**config.mk**
```make
export PLATFORM = sky130hd
export DESIGN_NAME = ram_port_arbiter
export DESIGN_NICKNAME = d
export VERILOG_FILES = /design/src/rtl/ram_port_arbiter_pkg.sv /design/src/rtl/ram_port_arbiter_arb_pick.sv /design/src/rtl/ram_port_arbiter.sv
export SDC_FILE = /design/constraint.sdc
export NUM_CORES = 1
export LEC_CHECK = 0
export CELL_PAD_IN_SITES_DETAIL_PLACEMENT = 0
export CELL_PAD_IN_SITES_GLOBAL_PLACEMENT = 1
export CORE_UTILIZATION = 33
export CTS_CLUSTER_DIAMETER = 50
export DETAILED_ROUTE_END_ITERATION = 8
export PLACE_DENSITY_LB_ADDON = 0.2
export SETUP_SLACK_MARGIN = 0.1
export SLEW_MARGIN = 20
export SYNTH_ARGS = -nofsm -noshare
export SYNTH_HDL_FRONTEND = slang
export SYNTH_SLANG_ARGS = --single-unit
export TNS_END_PERCENT = 100
```
**constraint.sdc**
```tcl
create_clock -name clk -period 4.3 [get_ports clk]
set_input_delay 1.075 -clock clk [delete_from_list [all_inputs] [get_ports clk]]
set_output_delay 1.075 -clock clk [all_outputs]
set_load 0.02 [all_outputs]
```
**src/rtl/ram_port_arbiter_pkg.sv**
```systemverilog
// ram_port_arbiter_pkg: shared state encoding, requester ids and command record
package ram_port_arbiter_pkg;
  typedef enum logic [1:0] {
    IDLE    = 2'd0,
    ACCESS  = 2'd1,
    RD_WAIT = 2'd2
  } state_e;
  localparam logic REQ_CPU = 1'b0;
  localparam logic REQ_LDR = 1'b1;
  typedef struct packed {
    logic       who;
    logic       we;
    logic [7:0] addr;
    logic [7:0] wdata;
  } cmd_t;
endpackage

```
**src/rtl/ram_port_arbiter_arb_pick.sv**
```systemverilog
// ram_port_arbiter_arb_pick: combinational winner selection between cpu and loader
module ram_port_arbiter_arb_pick
  import ram_port_arbiter_pkg::*;
#(
  parameter int CPU_PRIORITY = 0
) (
  input  logic cpu_req,
  input  logic ldr_req,
  input  logic last_winner,
  input  logic lock_owner,
  output logic any_req,
  output logic winner
);
  // lone requester wins; ties go to the lock holder, then fixed priority, then round-robin
  always_comb begin
    any_req = cpu_req || ldr_req;
    winner  = !ldr_req ? REQ_CPU :
              !cpu_req ? REQ_LDR :
              lock_owner ? REQ_LDR :
              (CPU_PRIORITY != 0) ? REQ_CPU : ~last_winner;
  end
endmodule

```
**src/rtl/ram_port_arbiter.sv**
```systemverilog
// ram_port_arbiter: shares one RAM port between the cpu memory path and the loader
module ram_port_arbiter
  import ram_port_arbiter_pkg::*;
#(
  parameter int RD_LAT       = 1,
  parameter int CPU_PRIORITY = 0
) (
  input  logic       clk,
  input  logic       rst,
  input  logic       cpu_req,
  input  logic       cpu_we,
  input  logic [7:0] cpu_addr,
  input  logic [7:0] cpu_wdata,
  output logic       cpu_gnt,
  output logic       cpu_rvalid,
  output logic [7:0] cpu_rdata,
  input  logic       ldr_req,
  input  logic       ldr_we,
  input  logic [7:0] ldr_addr,
  input  logic [7:0] ldr_wdata,
  input  logic       ldr_lock,
  output logic       ldr_gnt,
  output logic       ldr_rvalid,
  output logic [7:0] ldr_rdata,
  input  logic [7:0] ram_out,
  output logic [7:0] ram_addr,
  output logic [7:0] ram_data,
  output logic       ram_we,
  output logic       busy
);
  state_e     state_q, state_d;
  cmd_t       cmd_q, cmd_d;
  logic [1:0] cnt_q, cnt_d;
  logic       last_q, last_d;
  logic       lock_q, lock_d;
  logic [7:0] cpu_rdata_q, cpu_rdata_d;
  logic [7:0] ldr_rdata_q, ldr_rdata_d;
  logic       any_req, winner, acc, done;

  ram_port_arbiter_arb_pick #(.CPU_PRIORITY(CPU_PRIORITY)) u_pick (
    .cpu_req    (cpu_req),
    .ldr_req    (ldr_req),
    .last_winner(last_q),
    .lock_owner (lock_q),
    .any_req    (any_req),
    .winner     (winner)
  );

  // state, command, arbitration history and read-data holding registers
  always_ff @(posedge clk) begin
    if (rst) begin
      state_q     <= IDLE;
      cmd_q       <= '0;
      cnt_q       <= '0;
      last_q      <= REQ_LDR;
      lock_q      <= 1'b0;
      cpu_rdata_q <= '0;
      ldr_rdata_q <= '0;
    end else begin
      state_q     <= state_d;
      cmd_q       <= cmd_d;
      cnt_q       <= cnt_d;
      last_q      <= last_d;
      lock_q      <= lock_d;
      cpu_rdata_q <= cpu_rdata_d;
      ldr_rdata_q <= ldr_rdata_d;
    end
  end

  // latch the winner in IDLE, one access cycle, then count out the read latency
  always_comb begin
    state_d = state_q;
    cmd_d   = cmd_q;
    cnt_d   = cnt_q;
    last_d  = last_q;
    lock_d  = lock_q;
    case (state_q)
      IDLE: if (any_req) begin
        state_d = ACCESS;
        cmd_d   = winner == REQ_LDR ? '{REQ_LDR, ldr_we, ldr_addr, ldr_wdata}
                                    : '{REQ_CPU, cpu_we, cpu_addr, cpu_wdata};
      end
      ACCESS: begin
        last_d  = cmd_q.who;
        lock_d  = cmd_q.who == REQ_LDR && ldr_lock;
        state_d = cmd_q.we ? IDLE : RD_WAIT;
        cnt_d   = 2'(RD_LAT - 1);
      end
      RD_WAIT: begin
        cnt_d = cnt_q - 2'd1;
        if (cnt_q == 2'd0) state_d = IDLE;
      end
      default: state_d = IDLE;
    endcase
  end

  // RAM drive, grant/valid pulses and read data returned in the valid cycle
  always_comb begin
    acc         = state_q == ACCESS;
    done        = state_q == RD_WAIT && cnt_q == 2'd0;
    busy        = state_q != IDLE;
    cpu_gnt     = acc && cmd_q.who == REQ_CPU;
    ldr_gnt     = acc && cmd_q.who == REQ_LDR;
    cpu_rvalid  = done && cmd_q.who == REQ_CPU;
    ldr_rvalid  = done && cmd_q.who == REQ_LDR;
    ram_addr    = busy ? cmd_q.addr : 8'h00;
    ram_data    = busy ? cmd_q.wdata : 8'h00;
    ram_we      = acc && cmd_q.we;
    cpu_rdata_d = cpu_rvalid ? ram_out : cpu_rdata_q;
    ldr_rdata_d = ldr_rvalid ? ram_out : ldr_rdata_q;
    cpu_rdata   = cpu_rdata_d;
    ldr_rdata   = ldr_rdata_d;
  end
endmodule

```
==> impl_metrics.json, run 1 <==
{
  "insertion_delay_ps": 290,
  "hold-path-cell-count": 2,
  "synth_mux_area_frac": 0.119,
  "cts_setup_buffers": 0,
  "hpwl_mm": 3.43,
  "cts_tree": "built",
  "period_minus_slack_ps": 3410,
  "fmax_mhz": 293,
  "grt_overflow": 0,
  "seq_area_um2": 801,
  "cp-end-kind": "output port",
  "route.detailed.drc": 0,
  "die_x_um": 80.3,
  "p_leak_nw": 1.15,
  "layout.cells.non_filler": 369,
  "multi_input_area_mm2": 0.00110,
  "synthAdderAreaFrac": 0.0310,
  "ys_types": 30,
  "p_int_mw": 0.730,
  "synth_nets": 267,
  "initial_utilization": 0.341,
  "rr_worst_depth": 6,
  "postRouteAntennaNets": 0,
  "power.share.combinational": 0.298,
  "synthCells": 215,
  "postSynthAreaPerCell_um2": 9.40,
  "slew_headroom": 0.469,
  "rsz0062_at_grt": "false",
  "ys_seq_area_frac": 0.396,
  "netSwitchingFraction": 0.290,
  "dp_cells": 361,
  "grt_pass1_vias": 1669,
  "syn-cell-area_mm2": 0.00202,
  "synth_compound_area_frac": 0.155,
  "fin_skew_ps": 5.32,
  "seqPwrFrac": 0.409,
  "holdWs_ps": 473,
  "drv_slew": 0,
  "synthArstFlopShare": 0,
  "synth_top_family_by_area": "simple AND/OR/NAND/NOR gates",
  "grt_pass1_wl_mm": 7.91,
  "powerDensity_mw_per_mm2": 343,
  "drt_iter0_drc": 53,
  "pwr-share-clk": 0.292,
  "core-area_mm2": 0.00592,
  "fin_crit_sh": 0.793,
  "crit_required_ps": 3220,
  "n_antenna_cell": 0,
  "drive_above_1_share": 0.109,
  "dieArea_mm2": 0.00644,
  "synth_edf_count": 0,
  "rows": 28,
  "synthXorXnorAreaFrac": 0,
  "numClockSinks": 40,
  "cts_buffer_depth": 2,
  "tns_ps": 0,
  "crit_arrival_ps": 2340,
  "antenna_found_initial": 0,
  "htree_levels": 2,
  "synth-simple-area-share": 0.240,
  "dr.pass1.iters": 4,
  "ys_seq_elements": 40,
  "cts_root_buf": "clkbuf_8",
  "place_congestion": 0.694,
  "cts_buffers": 5,
  "worst_pin_slew_ps": 797,
  "pre_cts_slack_ps": 890,
  "path_clk_slew_ps": 80,
  "outcome": "complete, no violations",
  "postCtsHoldBufs": 0,
  "dr_total_vias": 1794,
  "cts_resized": 0,
  "yosysWarnings": 0,
  "wire_per_inst_um": 13.6,
  "drt-total-wl_mm": 5.01,
  "cp_max_fo": 2,
  "worst_slack_ps": 890,
  "nNetsFinal": 345,
  "power.total_mw": 1.03,
  "hold_path_class": "register to register",
  "p_sw_mw": 0.299,
  "area_delta_synth_final_pct": 48.2,
  "dieHeight_um": 80.3,
  "routed_via_density": 4.86,
  "cp-start-kind": "primary input",
  "maxCapViolCount": 0,
  "grt_max_degree": 30,
  "grt_use_total": 0.161,
  "port_buffers": 84,
  "io_pins": 85,
  "critPathKind": "primary input to output port",
  "fillers": 587,
  "finalSetupViolations": 0,
  "vdd_drop_max_mv": 0.146,
  "hold_violations": 0,
  "synthFlopType": "dfxtp_1"
}
-- cells by family after synthesis --
family | Yosys count
compound gates | 45
fa+ha+maj | 5
buf+inv | 25
flops | 40
mux | 16
simple gates | 84
-- cells in the final DEF (no fill, tap or decap), types with 2 or more instances in the layout --
cell type and instances:
a21oi_1 4, a311oi_1 15, a311oi_2 2, and2_1 2
buf_4 3, clkbuf_8 5, clkdlybuf4s50_1 83, dfxtp_1 40
ha_1 5, inv_1 9, mux2_4 16, nand2_1 3
nand3_1 18, nor2_1 19, nor2b_1 34, o21ai_0 10
o21ai_1 10
-- area by class of cell --
cell class              count  share of cell area
multi-input cells         150               0.368
repair buffers             87               0.287
inverters                   9              0.0113
clock buffers               6              0.0242
clock inverters             2              0.0117
flip-flops and latches     40               0.267
well taps                  75              0.0313
-- power groups by stage --
stage | sequential (mW) | combinational, mW | clock [mW]
floorplan | 0.425 | 0.193 | 0
global placement | 0.429 | 0.309 | 0
detailed placement | 0.430 | 0.311 | 0
CTS | 0.421 | 0.312 | 0.313
global route | 0.426 | 0.335 | 0.333
finish | 0.421 | 0.307 | 0.301
-- worst max-delay path: stages --
cell and delay (ps):
clkdlybuf4s50_1 430, mux2_4 280, clkdlybuf4s50_1 550
-- metal layers --
layer / track usage / vias to the layer above / wire (um)
li1: - / 905 / -
met1: 0.208 / 838 / 2310
met4: 0.0482 / 0 / 53
met2: 0.268 / 46 / 2410
met5: 0 / - / 0
met3: 0.0341 / 5 / 230
-- registers in the layout, summed over array words and instances (netlist names) --
register     flops
cnt_q            2
ldr_rdata_q      8
state_q          2
cpu_rdata_q      8
last_q           1
cmd_q           18
lock_q           1
-- synthesized netlist by cell type (4+ instances only) --
library cell / count / share of area
a21oi_1: 4 / 0.0099
a311oi_1: 15 / 0.065
buf_2: 5 / 0.012
clkbuf_1: 7 / 0.013
dfxtp_1: 40 / 0.40
ha_1: 5 / 0.031
inv_1: 9 / 0.017
mux2_4: 16 / 0.12
nand3_1: 18 / 0.045
nor2_1: 19 / 0.035
nor2b_1: 34 / 0.11
o21ai_0: 10 / 0.025
o21ai_1: 10 / 0.025
-- through the flow --
stage | instance area [um^2] | utilization
after floorplan | 2020 | -
after detailed placement | 2890 | 0.489
final | 3000 | 0.506
after global placement | 2890 | 0.489
after global routing | 3000 | 0.506
after CTS | 3000 | 0.507
-- path summary, 6_finish.rpt --
| kind | from | endpoint | slack (ps) |
|---|---|---|---|
| max | ram_out[4] | ldr_rdata[4] | 890 |
| min reg2reg | lock_q$_SDFFE_PP0P_ | lock_q$_SDFFE_PP0P_ | 470 |
| min | lock_q$_SDFFE_PP0P_ | lock_q$_SDFFE_PP0P_ | 470 |
| max reg2reg | state_q[1]$_SDFFE_PP0P_ | cmd_q[0]$_SDFFE_PP0P_ | 1950 |
No activity file was read; power rests on OpenSTA's default activity.
==> inputs of run 2 (changes only) <==
--- a/config.mk
+++ b/config.mk
@@ -7,7 +7,7 @@
 export LEC_CHECK = 0
 export CELL_PAD_IN_SITES_DETAIL_PLACEMENT = 0
 export CELL_PAD_IN_SITES_GLOBAL_PLACEMENT = 1
-export CORE_UTILIZATION = 33
+export CORE_UTILIZATION = 28
 export CTS_CLUSTER_DIAMETER = 50
 export DETAILED_ROUTE_END_ITERATION = 8
 export PLACE_DENSITY_LB_ADDON = 0.2
==> constraint.sdc (replaced) <==
create_clock -name clk -period 2.9 [get_ports clk]
set_input_delay 0.725 -clock clk [delete_from_list [all_inputs] [get_ports clk]]
set_output_delay 0.725 -clock clk [all_outputs]
set_load 0.02 [all_outputs]
==> run 2 against run 1 <==
Critical path depth is 2 higher. Clock-buffer cell count is 1 lower. Flip-flop and latch count stayed put. Non-clock buffer count is 3 higher. First-iteration DRC count is 34% lower.
==> impl_metrics.json, run 2 (synthesis gave the netlist of run 1 again) <==
{
  "outcome": "complete, no violations",
  "routed_via_density": 4.63,
  "grt_pass1_vias": 1714,
  "pwr-share-clk": 0.295,
  "cts_root_buf": "clkbuf_8",
  "period_minus_slack_ps": 2630,
  "critPathKind": "register to output port",
  "path_clk_slew_ps": 80,
  "powerDensity_mw_per_mm2": 504,
  "p_sw_mw": 0.467,
  "cts_buffers": 5,
  "rsz0062_at_grt": "false",
  "dr.pass1.iters": 4,
  "hold_violations": 0,
  "port_buffers": 84,
  "initial_utilization": 0.294,
  "cp_max_fo": 21,
  "fmax_mhz": 381,
  "crit_required_ps": 2170,
  "n_antenna_cell": 0,
  "seqPwrFrac": 0.400,
  "power.share.combinational": 0.304,
  "core-area_mm2": 0.00687,
  "insertion_delay_ps": 290,
  "cts_tree": "built",
  "final_cell_mix": "68 x clkdlybuf4s50_1, 40 x dfxtp_1, 34 x nor2b_1",
  "worst_pin_slew_ps": 557,
  "grt_max_degree": 35,
  "dieArea_mm2": 0.00756,
  "cp-end-kind": "output port",
  "drive_above_1_share": 0.128,
  "worst_slack_ps": 273,
  "die_x_um": 87.0,
  "slew_headroom": 0.628,
  "final_common_cell": "clkdlybuf4s50_1",
  "drt_iter0_drc": 35,
  "place_congestion": 0.656,
  "dp_cells": 385,
  "largest_reg_flops": 18,
  "grt_pass1_wl_mm": 8.38,
  "grt_use_total": 0.146,
  "vdd_drop_max_mv": 0.241,
  "htree_levels": 2,
  "dieHeight_um": 87.0,
  "antenna_found_initial": 0,
  "p_int_mw": 1.10,
  "netSwitchingFraction": 0.299,
  "drt-total-wl_mm": 5.38,
  "hpwl_mm": 3.58,
  "layout.cells.non_filler": 394,
  "regMostFlops": "cmd_q",
  "pre_cts_slack_ps": 196,
  "route.detailed.drc": 0,
  "cp-start-kind": "register",
  "area_delta_synth_final_pct": 53.5,
  "top_regs": "cmd_q (18), cpu_rdata_q (8), ldr_rdata_q (8)",
  "crit_arrival_ps": 1900,
  "cts_buffer_depth": 2,
  "rows": 30,
  "io_pins": 85,
  "hold_path_class": "register to register",
  "holdWs_ps": 477,
  "nNetsFinal": 349,
  "postCtsHoldBufs": 0,
  "fin_crit_sh": 0.906,
  "postRouteAntennaNets": 0,
  "dr_total_vias": 1826,
  "numClockSinks": 40,
  "wire_per_inst_um": 13.6,
  "drv_slew": 0,
  "p_leak_nw": 1.36,
  "finalSetupViolations": 0,
  "tns_ps": 0,
  "fin_skew_ps": 6.56,
  "cts_setup_buffers": 0,
  "maxCapViolCount": 0,
  "grt_overflow": 0,
  "power.total_mw": 1.56
}
## run 2: changes by cell type in the layout (fill, tap and decap cells not counted), sizes merged
cell,before,now
nand3b,2,3
buf,4,6
clkdlybuf4s50,83,68
dlymetal6s2s,0,8
dlygate4sd2,0,8
clkbuf,6,5
clkinvlp,0,1
## run 2: worst paths after layout
path,from,endpoint,slack [ps],cells past startpoint
min,lock_q$_SDFFE_PP0P_,lock_q$_SDFFE_PP0P_,480,2
max reg2reg,state_q[0]$_SDFFE_PP0P_,cmd_q[16]$_SDFFE_PP0P_,1180,7
max,state_q[0]$_SDFFE_PP0P_,ram_addr[3],270,5
min reg2reg,lock_q$_SDFFE_PP0P_,lock_q$_SDFFE_PP0P_,480,2
## run 2: metrics by stage
| step | instance area, um^2 | util |
|---|---|---|
| 2_1_floorplan | 2020 | - |
| 3_3_place_gp | 2950 | 0.430 |
| 3_5_place_dp | 2950 | 0.430 |
| 4_1_cts | 3080 | 0.449 |
| 5_1_grt | 3100 | 0.452 |
| 6_report | 3100 | 0.452 |
## run 2: worst max-delay path: stages, from the launching register on
cell and delay, ps:
dfxtp_1 360, inv_1 100, ha_1 240, buf_12 160, nor2b_1 130, clkdlybuf4s50_1 610
## run 2: routing by layer
metal,up-vias,global-route usage,routed length [um]
met1,837,0.170,2430
met3,5,0.0531,432
li1,921,-,-
met4,0,0.0409,56
met5,-,0,0
met2,63,0.251,2460
## run 2: area by class of cell
cell class,instances,area (um^2)
multi-input cells,151,1130
flip-flops and latches,40,801
repair buffers,90,908
well taps,96,120
clock buffers,5,68.8
fillers,679,3770
clock inverters,3,42.5
inverters,9,33.8
## run 2: what timing repair did
| action | 4_1_cts | 5_1_grt |
|---|---|---|
| endpoints found under the setup margin | 16 | 8 |
| gates resized for setup | 11 | 8 |
| gates cloned | 1 | 0 |
## run 2: power groups by stage
stage / sequential, mW / clock (mW) / combinational, mW
final: 0.625 / 0.461 / 0.475
after global routing: 0.633 / 0.502 / 0.518
after detailed placement: 0.638 / 0 / 0.479
after floorplan: 0.631 / 0 / 0.286
after global placement: 0.636 / 0 / 0.478
after CTS: 0.626 / 0.482 / 0.486
